<file path="src/rtl/spi_master_calc_pkg.sv">
// Shared types and constants for the SPI mode-0 master that talks to the adder slave.
// Frame layout is x, y, then a dummy byte during which the slave returns the sum.
package spi_master_calc_pkg;

  typedef enum logic [2:0] {
    ST_IDLE  = 3'd0,
    ST_SETUP = 3'd1,
    ST_SHIFT = 3'd2,
    ST_HOLD  = 3'd3,
    ST_DONE  = 3'd4
  } state_e;

  localparam int FRAME_BITS = 24;
  localparam int BIT_CNT_W  = 5;

  localparam logic [7:0]           DUMMY_BYTE   = 8'h00;
  localparam logic [BIT_CNT_W-1:0] RX_FIRST_BIT = BIT_CNT_W'(FRAME_BITS - 8);
  localparam logic [BIT_CNT_W-1:0] LAST_BIT     = BIT_CNT_W'(FRAME_BITS - 1);

  // Chip select is held low from SETUP through HOLD inclusive.
  function automatic logic isFrameActive(input state_e s);
    return (s == ST_SETUP) || (s == ST_SHIFT) || (s == ST_HOLD);
  endfunction

endpackage

</file>
<file path="src/rtl/spi_master_calc_sclk_gen.sv">
// SCLK divider: toggles sclk every CLK_DIV cycles while enabled and flags which edge
// just happened, so the master can sample/shift on the same clk edge that moves sclk.
module spi_master_calc_sclk_gen #(
  parameter int CLK_DIV = 4
) (
  input  logic clk,
  input  logic rst,
  input  logic en_i,
  output logic sclk_o,
  output logic rise_tick_o,
  output logic fall_tick_o
);

  localparam int DIV_W = (CLK_DIV > 1) ? $clog2(CLK_DIV) : 1;
  localparam logic [DIV_W-1:0] DIV_LAST = DIV_W'(CLK_DIV - 1);

  logic [DIV_W-1:0] divCnt_q, divCnt_d;
  logic             sclk_q, sclk_d;
  logic             boundary;

  // Disabling clears both counter and level, so every SHIFT phase starts from a fresh half-period.
  always_comb begin
    boundary = en_i && (divCnt_q == DIV_LAST);
    divCnt_d = '0;
    sclk_d   = 1'b0;
    if (en_i) begin
      divCnt_d = boundary ? '0 : divCnt_q + 1'b1;
      sclk_d   = boundary ? ~sclk_q : sclk_q;
    end
  end

  always_ff @(posedge clk or posedge rst) begin
    if (rst) begin
      divCnt_q <= '0;
      sclk_q   <= 1'b0;
    end else begin
      divCnt_q <= divCnt_d;
      sclk_q   <= sclk_d;
    end
  end

  assign sclk_o      = sclk_q;
  assign rise_tick_o = boundary && !sclk_q;
  assign fall_tick_o = boundary && sclk_q;

endmodule

</file>
<file path="src/rtl/spi_master_calc.sv">
// SPI mode-0 master for the calc link: sends x and y, clocks a dummy byte, and
// captures the slave's sum from that third byte.
module spi_master_calc
  import spi_master_calc_pkg::*;
#(
  parameter int CLK_DIV  = 4,
  parameter int CS_SETUP = 2
) (
  input  logic       clk,
  input  logic       rst,
  input  logic       start,
  input  logic [7:0] x_in,
  input  logic [7:0] y_in,
  output logic       busy,
  output logic       done,
  output logic [7:0] sum_out,
  output logic       spi_cs_n,
  output logic       spi_sclk,
  output logic       spi_mosi,
  input  logic       spi_miso
);

  localparam int PH_W = (CS_SETUP > 1) ? $clog2(CS_SETUP) : 1;
  localparam logic [PH_W-1:0] PH_LAST = PH_W'(CS_SETUP - 1);

  if (CLK_DIV < 2) begin : gBadClkDiv
    $error("spi_master_calc: CLK_DIV must be >= 2");
  end
  if (CS_SETUP < 1) begin : gBadCsSetup
    $error("spi_master_calc: CS_SETUP must be >= 1");
  end

  state_e                  state_q, state_d;
  logic [FRAME_BITS-1:0]   txShift_q, txShift_d;
  logic [7:0]              rxShift_q, rxShift_d;
  logic [7:0]              sumOut_q, sumOut_d;
  logic [BIT_CNT_W-1:0]    bitCnt_q, bitCnt_d;
  logic [PH_W-1:0]         phaseCnt_q, phaseCnt_d;
  logic                    csN_q, csN_d;
  logic                    busy_q, busy_d;
  logic                    done_q, done_d;
  logic                    shiftEn, sclkRise, sclkFall;

  assign shiftEn = (state_q == ST_SHIFT);

  spi_master_calc_sclk_gen #(
    .CLK_DIV(CLK_DIV)
  ) uSclkGen (
    .clk        (clk),
    .rst        (rst),
    .en_i       (shiftEn),
    .sclk_o     (spi_sclk),
    .rise_tick_o(sclkRise),
    .fall_tick_o(sclkFall)
  );

  always_ff @(posedge clk or posedge rst) begin
    if (rst) begin
      state_q    <= ST_IDLE;
      txShift_q  <= '0;
      rxShift_q  <= '0;
      sumOut_q   <= '0;
      bitCnt_q   <= '0;
      phaseCnt_q <= '0;
      csN_q      <= 1'b1;
      busy_q     <= 1'b0;
      done_q     <= 1'b0;
    end else begin
      state_q    <= state_d;
      txShift_q  <= txShift_d;
      rxShift_q  <= rxShift_d;
      sumOut_q   <= sumOut_d;
      bitCnt_q   <= bitCnt_d;
      phaseCnt_q <= phaseCnt_d;
      csN_q      <= csN_d;
      busy_q     <= busy_d;
      done_q     <= done_d;
    end
  end

  // Only byte2 is kept on the receive side; the slave drives don't-care bits during x and y.
  always_comb begin
    state_d    = state_q;
    txShift_d  = txShift_q;
    rxShift_d  = rxShift_q;
    sumOut_d   = sumOut_q;
    bitCnt_d   = bitCnt_q;
    phaseCnt_d = phaseCnt_q;

    case (state_q)
      ST_IDLE: begin
        if (start) begin
          txShift_d  = {x_in, y_in, DUMMY_BYTE};
          rxShift_d  = '0;
          phaseCnt_d = '0;
          state_d    = ST_SETUP;
        end
      end
      ST_SETUP: begin
        if (phaseCnt_q == PH_LAST) begin
          phaseCnt_d = '0;
          bitCnt_d   = '0;
          state_d    = ST_SHIFT;
        end else begin
          phaseCnt_d = phaseCnt_q + 1'b1;
        end
      end
      ST_SHIFT: begin
        if (sclkRise && (bitCnt_q >= RX_FIRST_BIT)) begin
          rxShift_d = {rxShift_q[6:0], spi_miso};
        end
        if (sclkFall) begin
          if (bitCnt_q == LAST_BIT) begin
            bitCnt_d = '0;
            state_d  = ST_HOLD;
          end else begin
            txShift_d = {txShift_q[FRAME_BITS-2:0], 1'b0};
            bitCnt_d  = bitCnt_q + 1'b1;
          end
        end
      end
      ST_HOLD: begin
        if (phaseCnt_q == PH_LAST) begin
          phaseCnt_d = '0;
          sumOut_d   = rxShift_q;
          state_d    = ST_DONE;
        end else begin
          phaseCnt_d = phaseCnt_q + 1'b1;
        end
      end
      ST_DONE: begin
        state_d = ST_IDLE;
      end
      default: begin
        state_d = ST_IDLE;
      end
    endcase

    // Link outputs are registered from the next state so they never glitch on the pins.
    csN_d  = !isFrameActive(state_d);
    busy_d = isFrameActive(state_d);
    done_d = (state_d == ST_DONE);
  end

  assign spi_cs_n = csN_q;
  assign spi_mosi = txShift_q[FRAME_BITS-1];
  assign busy     = busy_q;
  assign done     = done_q;
  assign sum_out  = sumOut_q;

endmodule

</file>
<file path="config.mk">
export PLATFORM = sky130hd
export DESIGN_NAME = spi_master_calc
export DESIGN_NICKNAME = d
export VERILOG_FILES = /design/src/rtl/spi_master_calc_pkg.sv /design/src/rtl/spi_master_calc_sclk_gen.sv /design/src/rtl/spi_master_calc.sv
export SDC_FILE = /design/constraint.sdc
export NUM_CORES = 1
export LEC_CHECK = 0
export BUFFER_PORTS_ARGS = -buffer_cell sky130_fd_sc_hd__clkbuf_2
export CAP_MARGIN = 20
export CORE_MARGIN = 4
export CORE_UTILIZATION = 30
export DETAILED_ROUTE_END_ITERATION = 6
export PLACE_DENSITY = 0.44
export RECOVER_POWER = 100
export SLEW_MARGIN = 30
export SYNTH_ARGS = -nofsm -noshare
export SYNTH_HDL_FRONTEND = slang
export SYNTH_SLANG_ARGS = --single-unit
</file>
<file path="constraint.sdc">
create_clock -name clk -period 2 [get_ports clk]
set_input_delay 0.2 -clock clk [delete_from_list [all_inputs] [get_ports clk]]
set_output_delay 0.2 -clock clk [all_outputs]
set_load 0.05 [all_outputs]
</file>
* Word level (Yosys, flattened, before mapping)
Cells that the tools add are included.
** Storage, ports and cells
- Register bits after elaboration :: 55
- Latch bits :: 0
- Bits in writable memories :: 0
- Memory bits (read-only) :: 0
- Logic and storage cells :: 73
- Memories kept :: 0
** Operators by class
- Add/sub/neg operators :: 3
- Multiply operators :: 0
- Divide/modulo/power cells :: 0
- Magnitude comparators :: 1
- Eq/ne operators :: 15
- Shift-type cells :: 0
- Muxes and demuxes :: 24
- Bitwise gates (word level) :: 1
- Reduce and logical (&&, ||, !) cells :: 18
** Operator list (count)
- $mux W24 :: 3
- $pmux W24 S2 :: 1
- $mux W8 :: 2
- $pmux W8 S2 :: 1
- $mux W3 :: 5
- $mux W5 :: 3
- $eq A3 B2 Y1 const B :: 4
- $ne A2 B2 Y1 const B :: 6
- $pmux W3 S4 :: 1
- $pmux W5 S2 :: 1
- $eq A3 B1 Y1 const B :: 2
- $reduce_and A3 Y1 :: 2
- $reduce_bool A2 Y1 :: 3
- $add A5 B1 Y5 const B :: 1
- $eq A5 B5 Y1 const B :: 1
- $ge A5 B5 Y1 const B :: 1
- $logic_and A1 B1 Y1 :: 4
- $mux W1 :: 4
- $mux W2 :: 2
- $reduce_and A2 Y1 :: 2
- $reduce_and A4 Y1 :: 1
- $eq A3 B3 Y1 const B :: 1
- $logic_not A3 Y1 :: 1
- $add A2 B1 Y2 const B :: 1
- other kinds (7) :: 9

* Logic depth before layout (Yosys ltp)
Gate-level depths: netlist of run 1.
- Depth after elaboration :: 9
- Gate-level depth with buffers :: 6
- Gate-level depth less buffers :: 4

* Modules after synthesis
Synthesis of run 1 repeated with hierarchy kept, for this count alone.
** Second synthesis, totals
- Cell total of the unflattened synthesis :: 184
- Area, all modules :: 2234.6 µm²
** Modules (own cells, without submodules)
- spi_master_calc :: instances 1, cells an instance 172, area each 2095.8 µm²
- spi_master_calc_sclk_gen :: instances 1, cells an instance 12, area each 138.9 µm²

* Least setup slack after synthesis of run 1
Ideal clock, no wire load.
- Path kind :: register to register
- Start point :: register uSclkGen.sclk_q, in the netlist uSclkGen.sclk_o
- End point :: register txShift_q[17]
- Library setup time :: 104 ps
- Arrival time :: 1699 ps
- Setup slack :: 197 ps
- Stages on the path, launching flop included :: 6
- Path buffers :: 2
- Path through :: dfrtp_1 buf_2 buf_1 a21oi_1 a31o_2 a221oi_1
** Between the ends
- Longest elaborated chain between the ends :: 3
** RTL lines
- start: declaration :: RTL line spi_master_calc_sclk_gen.sv:18 : logic sclk_q, sclk_d;
- start signal: assignment :: RTL line spi_master_calc_sclk_gen.sv:38 : sclk_q <= sclk_d;
- $logic_and A1 B1 Y1 :: RTL line spi_master_calc_sclk_gen.sv:44 : assign fall_tick_o = boundary && sclk_q;
- $ne A2 B2 Y1 (no source line)
- $reduce_and A4 Y1 (no source line)
- end signal: assignment :: RTL line spi_master_calc.sv:70 : txShift_q <= txShift_d;
- end: declaration :: RTL line spi_master_calc.sv:34 : logic [FRAME_BITS-1:0] txShift_q, txShift_d;
Every way passes these cells.
A chain may end at the register's enable or synchronous reset.

* Worst setup path in the final report of run 1
- Start point :: register state_q[2]
- End point :: register rxShift_q[3]
** Between the ends
- Longest elaborated chain between the ends :: 6
** RTL lines
- start: declaration :: RTL line spi_master_calc.sv:33 : state_e state_q, state_d;
- start signal: assignment :: RTL line spi_master_calc.sv:69 : state_q <= state_d;
- $eq A3 B2 Y1 :: RTL line spi_master_calc.sv:44, spi_master_calc.sv:90
- $logic_and A1 B1 Y1 :: RTL line spi_master_calc_sclk_gen.sv:23 : boundary = en_i && (divCnt_q == DIV_LAST);
- $logic_and A1 B1 Y1 :: RTL line spi_master_calc_sclk_gen.sv:43 : assign rise_tick_o = boundary && !sclk_q;
- $logic_and A1 B1 Y1 :: RTL line spi_master_calc.sv:109 : if (sclkRise && (bitCnt_q >= RX_FIRST_BIT)) begin
- $ne A2 B2 Y1 (no source line)
- $reduce_and A3 Y1 (no source line)
- end signal: assignment :: RTL line spi_master_calc.sv:71 : rxShift_q <= rxShift_d;
- end: declaration :: RTL line spi_master_calc.sv:35 : logic [7:0] rxShift_q, rxShift_d;
Parallel ways exist; a longest one is shown, timed or not.

==> results.cfg, run 1 <==
[placement]
port_buffers = 32
gp_congestion = 0.736
hpwl_um = 3710

[die]
rows = 31
initial_utilization_pct = 31.5
die_h_um = 95.9
die_area_um2 = 9200
core_area_um2 = 7370
die_w_um = 95.9
io_pins = 33

[grt]
grt_util_met1_pct = 18.6
grt.met2_usage_pct = 20.2
grt_pass1_vias = 1825
use_met3_pct = 2.89
grt_max_degree = 37
antenna_found_initial = 0
grtUsageTotal_pct = 13.2
grt.busiest_layer = met2
grt_pass1_wl_um = 9350
overflow = 0

[sta]
hold_viol_final = 0
relSlewSlack_pct = 44.9
finClkSkew_ns = 0.00731
fin_setup_tns_ns = 0
post-route-period-util_pct = 90.5
max_freq_mhz = 552
finalCriticalPeriod_ns = 1.81
drv_slew = 0
setup_violations = 0
rsz0062_at_grt = false
tightest_slew_ns = 0.827

[drt]
num_vias = 1821
routed_wl_um = 5490
drc_errors = 0
drt_iter0_drc = 75
vias_per_cell = 4.86
wire_per_inst_um = 14.6
drt-pass1-iter-count = 4
antenna_left = 0

[outcome]
outcome = finished, final reports clean

[clocking]
post_cts_resized = 0
root_buffer = clkbuf_8
clk_pin_slew_ns = 0.09
worstSkewPairLatency_ns = 0.30
cts_buffer_depth = 2
numCtsBuffers = 5
cts_tree = built
h-tree-depth = 2
cts_num_sinks = 47

[power]
p_per_area_nw_per_um2 = 640
peakVddDrop_mv = 0.257
p_leak_nw = 1.38

[worst_setup_path]
cp_max_fo = 8
r2r_cells = 4
cp.arrival_ns = 2.04
critPathCaptureType = register
cp-start-kind = register
required_ns = 2.23
critPathKind = register to register

[yosys]
ys_seq_area_share_pct = 50.8
ys_types = 36
synthesis.area_um2 = 2320
ys_ff_latch = 47
synth_fp_nets = 258
syn_area_per_cell_um2 = 9.83
synth_cells = 236
ys_warn_count = 0

[final_layout]
final_core_util_pct = 37.5
mostFrequentLayoutCells = 46 x dfrtp_1, 27 x inv_1, 22 x nand2_1, 22 x clkbuf_2, 18 x a21oi_1
antennaDiodeCount = 0
drive_above_1_share_pct = 22.8
nFillCells = 777
nNetsFinal = 297
syn2layout_area_growth_pct = 19.1
final_common_cell = dfrtp_1

[hold_path]
whs_path_depth = 3
hold_path_class = primary input to register

[flow_run]
cap_violations = 0
## metrics by stage
| step | worst slack, ns | hold WS (ns) | total power [W] | cells | cell area (um2) |
|---|---|---|---|---|---|
| 5_1_grt | 0.0563 | 0.134 | 0.00187 | 375 | 2760 |
| 4_1_cts | 0.194 | 0.106 | 0.00181 | 375 | 2810 |
| 2_1_floorplan | 0.197 | 0.317 | 0.00103 | 236 | 2320 |
| 3_3_place_gp | 0.299 | 0.150 | 0.00106 | 366 | 2680 |
| 6_report | 0.189 | 0.115 | 0.00177 | 375 | 2760 |
| 3_5_place_dp | 0.217 | 0.149 | 0.00106 | 366 | 2680 |
## synthesized netlist by cell type
cell type,instances,area [um2]
or4b_1,1,10.0
clkbuf_1,6,22.5
mux2_2,3,33.8
nand4_1,1,6.26
nand4b_2,1,15.0
dfrtp_1,46,1150
nor4b_2,1,15.0
xnor2_1,1,8.76
nand2_1,22,82.6
and4b_1,1,10.0
inv_1,27,101
o21ai_0,10,50.1
nor3b_2,1,12.5
nor2_1,16,60.1
a31oi_1,3,18.8
buf_1,1,3.75
nand3b_1,2,15.0
mux2i_1,9,90.1
or3b_1,1,8.76
nand2b_1,2,12.5
and3_1,4,25.0
dfstp_2,1,26.3
a31o_2,13,114
nor3_1,3,15.0
buf_2,11,55.1
nand4b_1,2,17.5
nand3_1,3,15.0
a21oi_1,18,90.1
ha_1,2,25.0
o22ai_1,1,6.26
a221oi_1,16,140
or3_1,2,12.5
a41oi_1,1,8.76
o31ai_4,1,21.3
o211ai_1,1,7.51
and2_1,2,12.5
## path summary, 6_finish.rpt
| check | start | to | slack (ns) |
|---|---|---|---|
| min in group asynchronous | rst | busy | 0.43 |
| setup reg to reg | state_q[2] | rxShift_q[3] | 0.19 |
| hold reg to reg | uSclkGen.divCnt_q[0] | uSclkGen.divCnt_q[0] | 0.45 |
| max in group asynchronous | rst | txShift_q[14] | 0.40 |
| setup / recovery | state_q[2] | rxShift_q[3] | 0.19 |
| hold / removal | y_in[0] | txShift_q[8] | 0.12 |
## critical path: stages (launching register included)
cell and delay (ns):
dfrtp_1 0.43, or3b_1 0.52, o31ai_4 0.25, clkbuf_2 0.30, mux2i_1 0.23
## per-layer routing
layer	wire, um	vias to the layer above
li1	-	908
met5	0	-
met3	198	4
met4	60	0
met1	2780	875
met2	2460	34
## power by group
group	internal (W)	total, W	switching [W]
Combinational	0.0000334	0.0000741	0.0000406
Clock	0.000405	0.000730	0.000325
Sequential	0.000960	0.000965	0.00000527
Total	0.00140	0.00177	0.000371
## sequential cells by signal (all words and copies together), names as in the netlist
| register | flops |
|---|---|
| spi_cs_n | 1 |
| sum_out | 8 |
| done | 1 |
| state_q | 3 |
| txShift_q | 16 |
| uSclkGen.sclk_o | 1 |
| phaseCnt_q | 1 |
| busy | 1 |
| bitCnt_q | 5 |
| uSclkGen.divCnt_q | 2 |
| rxShift_q | 8 |
## cell families after synthesis
kind of cell	count (synthesis)	share of synthesized area, %
compound gates	64	19.7
flops	47	50.8
buf+inv	45	7.87
xor+xnor	1	0.378
fa+ha+maj	2	1.08
simple gates	65	14.9
mux	12	5.34
## area by class of cell
class	instances	area [um2]	area share (%)
multi-input cells	144	966	35.0
flip-flops and latches	47	1180	42.6
inverters	27	101	3.67
clock inverters	2	35.0	1.27
repair buffers	50	277	10.0
clock buffers	6	82.6	2.99
well taps	99	124	4.48
## repair_timing
item,4_1_cts,5_1_grt
buffers inserted,0,0
hold buffers,1,0
hold endpoints to repair,10,0
(Power assumes the default switching activity.)
==> run 2, diff against run 1 <==
- ABC_AREA: not set -> 1
- CORE_UTILIZATION: 30 -> 54
- PLACE_DENSITY: 0.44 -> 0.73
==> run 2 against run 1 <==
Against the previous run: non-clock buffer count down 12; synthesized area down 2.2%; sequential share of layout area up 3.4 points; count of clock-buffer cells in the layout unchanged; die area down 42%; maximum frequency up 11%; utilization up 26 points; register-to-register slack better by 0.17 ns.
==> results.cfg, run 2 <==
[outcome]
outcome = finished, final reports clean

[power]
p_int_w = 0.00134
p_per_area_nw_per_um2 = 659
p_sw_w = 0.000345
seqPwrFrac_pct = 56.3
peakVddDrop_mv = 0.401
p_leak_nw = 1.44
comb_power_share_pct = 2.7
switching_share_pct = 20.4
clkPwrFrac_pct = 41.0

[yosys]
ys_warn_count = 0
ys_ff_latch = 47
synth_enable_flop_cells = 0
yosys-top-cells-count = 120 x nand2_1, 46 x dfrtp_1, 28 x nand3_1, 23 x inv_1, 16 x nor2_1
synth_most_common_cell = nand2_1
yosys.area.top_type_share_pct = 50.7
yosysTopAreaCell = dfrtp_1
synthesis.area_um2 = 2270
syn_area_per_cell_um2 = 8.05
synth_cells = 282
synth-async-reset-ratio_pct = 100
ys_types = 28
yosys_most_used_dff = dfrtp_1
synthTopCellsByArea = dfrtp_1 51%, nand2_1 20%, nand3_1 6.2%
ys_seq_area_share_pct = 51.9
synth_fp_nets = 304

[worst_setup_path]
cp_common_cell = nand2_1
slowest_delay_ns = 0.45
required_ns = 2.24
r2r_cells = 6
critPathKind = register to register
rrSetupSlack_ns = 0.36
cp_top_family = simple AND/OR/NAND/NOR gates
worstPathCellList = nor2_2, nand3_1, buf_4, o21ai_1, nand2_1, nand2_1
cp.arrival_ns = 1.87
cp.buffers_inverters = 1
cp-start-kind = register
crit_slowest_cell = dfrtp_1
critPathCaptureType = register
cp_max_fo = 11
worst-path-stages = 6

[die]
initial_utilization_pct = 56.3
io_pins = 33
die_w_um = 72.8
rows = 23
core_area_um2 = 4030
die_h_um = 72.8
die_area_um2 = 5300

[sta]
finalCriticalPeriod_ns = 1.64
finClkSkew_ns = 0.0108
tightest_slew_ns = 0.987
setup_violations = 0
post-route-period-util_pct = 81.9
max_freq_mhz = 611
hold_viol_final = 0
relSlewSlack_pct = 34.1
drv_slew = 0
fin_setup_tns_ns = 0
rsz0062_at_grt = false
fin_ws_ns = 0.363

[drt]
drt-pass1-iter-count = 4
drc_errors = 0
drt_iter0_drc = 118
wire_per_inst_um = 12.2
num_vias = 1821
antenna_left = 0
routed_wl_um = 4480
vias_per_cell = 4.93

[final_layout]
largest_register = txShift_q
final_area_um2 = 2560
mostFrequentLayoutCells = 122 x nand2_1, 46 x dfrtp_1, 29 x nand3_1, 23 x inv_1, 19 x clkbuf_2
nNetsFinal = 340
nFillCells = 377
largest_reg_flops = 16
drive_above_1_share_pct = 13.5
final_common_cell = nand2_1
syn2layout_area_growth_pct = 12.8
antennaDiodeCount = 0

[clocking]
cts_tree = built
clk_pin_slew_ns = 0.08
post-cts-setup-buffers = 0
h-tree-depth = 2
post_cts_resized = 0
worstSkewPairLatency_ns = 0.30
root_buffer = clkbuf_8
cts_num_sinks = 47
numCtsBuffers = 5
cts_buffer_depth = 2

[placement]
gp_congestion = 0.740
port_buffers = 32
placed_area_um2 = 2470
place_ws_ns = 0.495
hpwl_um = 3110

[grt]
grt_pass1_wl_um = 7780
grtUsageTotal_pct = 18.9
grt_pass1_vias = 1712
overflow = 0
antenna_found_initial = 0
grt_max_degree = 25

[flow_run]
cap_violations = 0

[hold_path]
whs_path_depth = 5
hold_path_class = primary input to register
[run 2: cell count changes after synthesis, sizes merged, moves of 6 or more]
cell and change:
a21oi -18, a221oi -16, a31o -13, clkbuf -6, mux2i -9, nand2 +104
nand3 +26, o21ai +7
[run 2: final timing paths]
| check | endpoint | startpoint |
|---|---|---|
| setup / recovery | rxShift_q[7] | state_q[2] |
| hold / removal | rxShift_q[0] | spi_miso |
| setup reg to reg | rxShift_q[7] | state_q[2] |
| hold reg to reg | uSclkGen.divCnt_q[0] | uSclkGen.divCnt_q[0] |
| max in group asynchronous | spi_cs_n | rst |
| min in group asynchronous | sum_out[3] | rst |
[run 2: final cells by class]
cell class	count	area (um2)	share of cell area, %
Inverter	24	90.1	3.52
Timing Repair Buffer	38	204	7.96
Tap cell	50	62.6	2.44
Multi-Input combinational cell	202	917	35.8
Sequential cell	47	1180	46.0
Clock buffer	6	72.6	2.83
Clock inverter	2	37.5	1.47
[run 2: metrics by stage]
step / power [W] / hold WS, ns / utilization, % / instances
finish: 0.00169 / 0.184 / 63.6 / 369
floorplan: 0.000986 / 0.396 / - / 282
detailed placement: 0.00102 / 0.266 / 61.3 / 360
global placement: 0.00101 / 0.261 / 61.3 / 360
global route: 0.00174 / 0.221 / 63.6 / 369
CTS: 0.00170 / 0.171 / 64.3 / 369
[run 2: per-layer routing]
metal | global-route usage, % | vias up | wire (um)
met5 | 0 | - | 0
met4 | 4.92 | 0 | 49
met3 | 4.55 | 6 | 224
met2 | 29.2 | 40 | 2100
met1 | 27.0 | 821 | 2110
li1 | - | 954 | -
[run 2: power by group through the flow]
stage / Clock (W) / Sequential (W) / Combinational, W
finish: 0.000692 / 0.000951 / 0.0000450
detailed placement: 0 / 0.000970 / 0.0000455
global route: 0.000739 / 0.000951 / 0.0000527
CTS: 0.000704 / 0.000951 / 0.0000473
floorplan: 0 / 0.000970 / 0.0000166
global placement: 0 / 0.000970 / 0.0000449
[run 2: cells by family (layout without fill, tap and decap cells)]
logic type / after synthesis / in the layout / synth area share, %
compound gates: 18 / 18 / 4.74
simple gates: 181 / 181 / 34.8
fa+ha+maj: 2 / 2 / 1.10
flops: 47 / 47 / 51.9
xor+xnor: 1 / 1 / 0.386
buf+inv: 33 / 70 / 7.11
[run 2: what timing repair did]
item | 4_1_cts | 5_1_grt
setup endpoints to repair | 0 | 0
hold buffers | 1 | 0
hold endpoints to repair | 23 | 0
[run 2: worst reg2reg max path: stages (launching register included)]
cell and delay, ns:
dfrtp_1 0.45, nor2_2 0.20, nand3_1 0.16, buf_4 0.21, o21ai_1 0.35, nand2_1 0.13
nand2_1 0.09
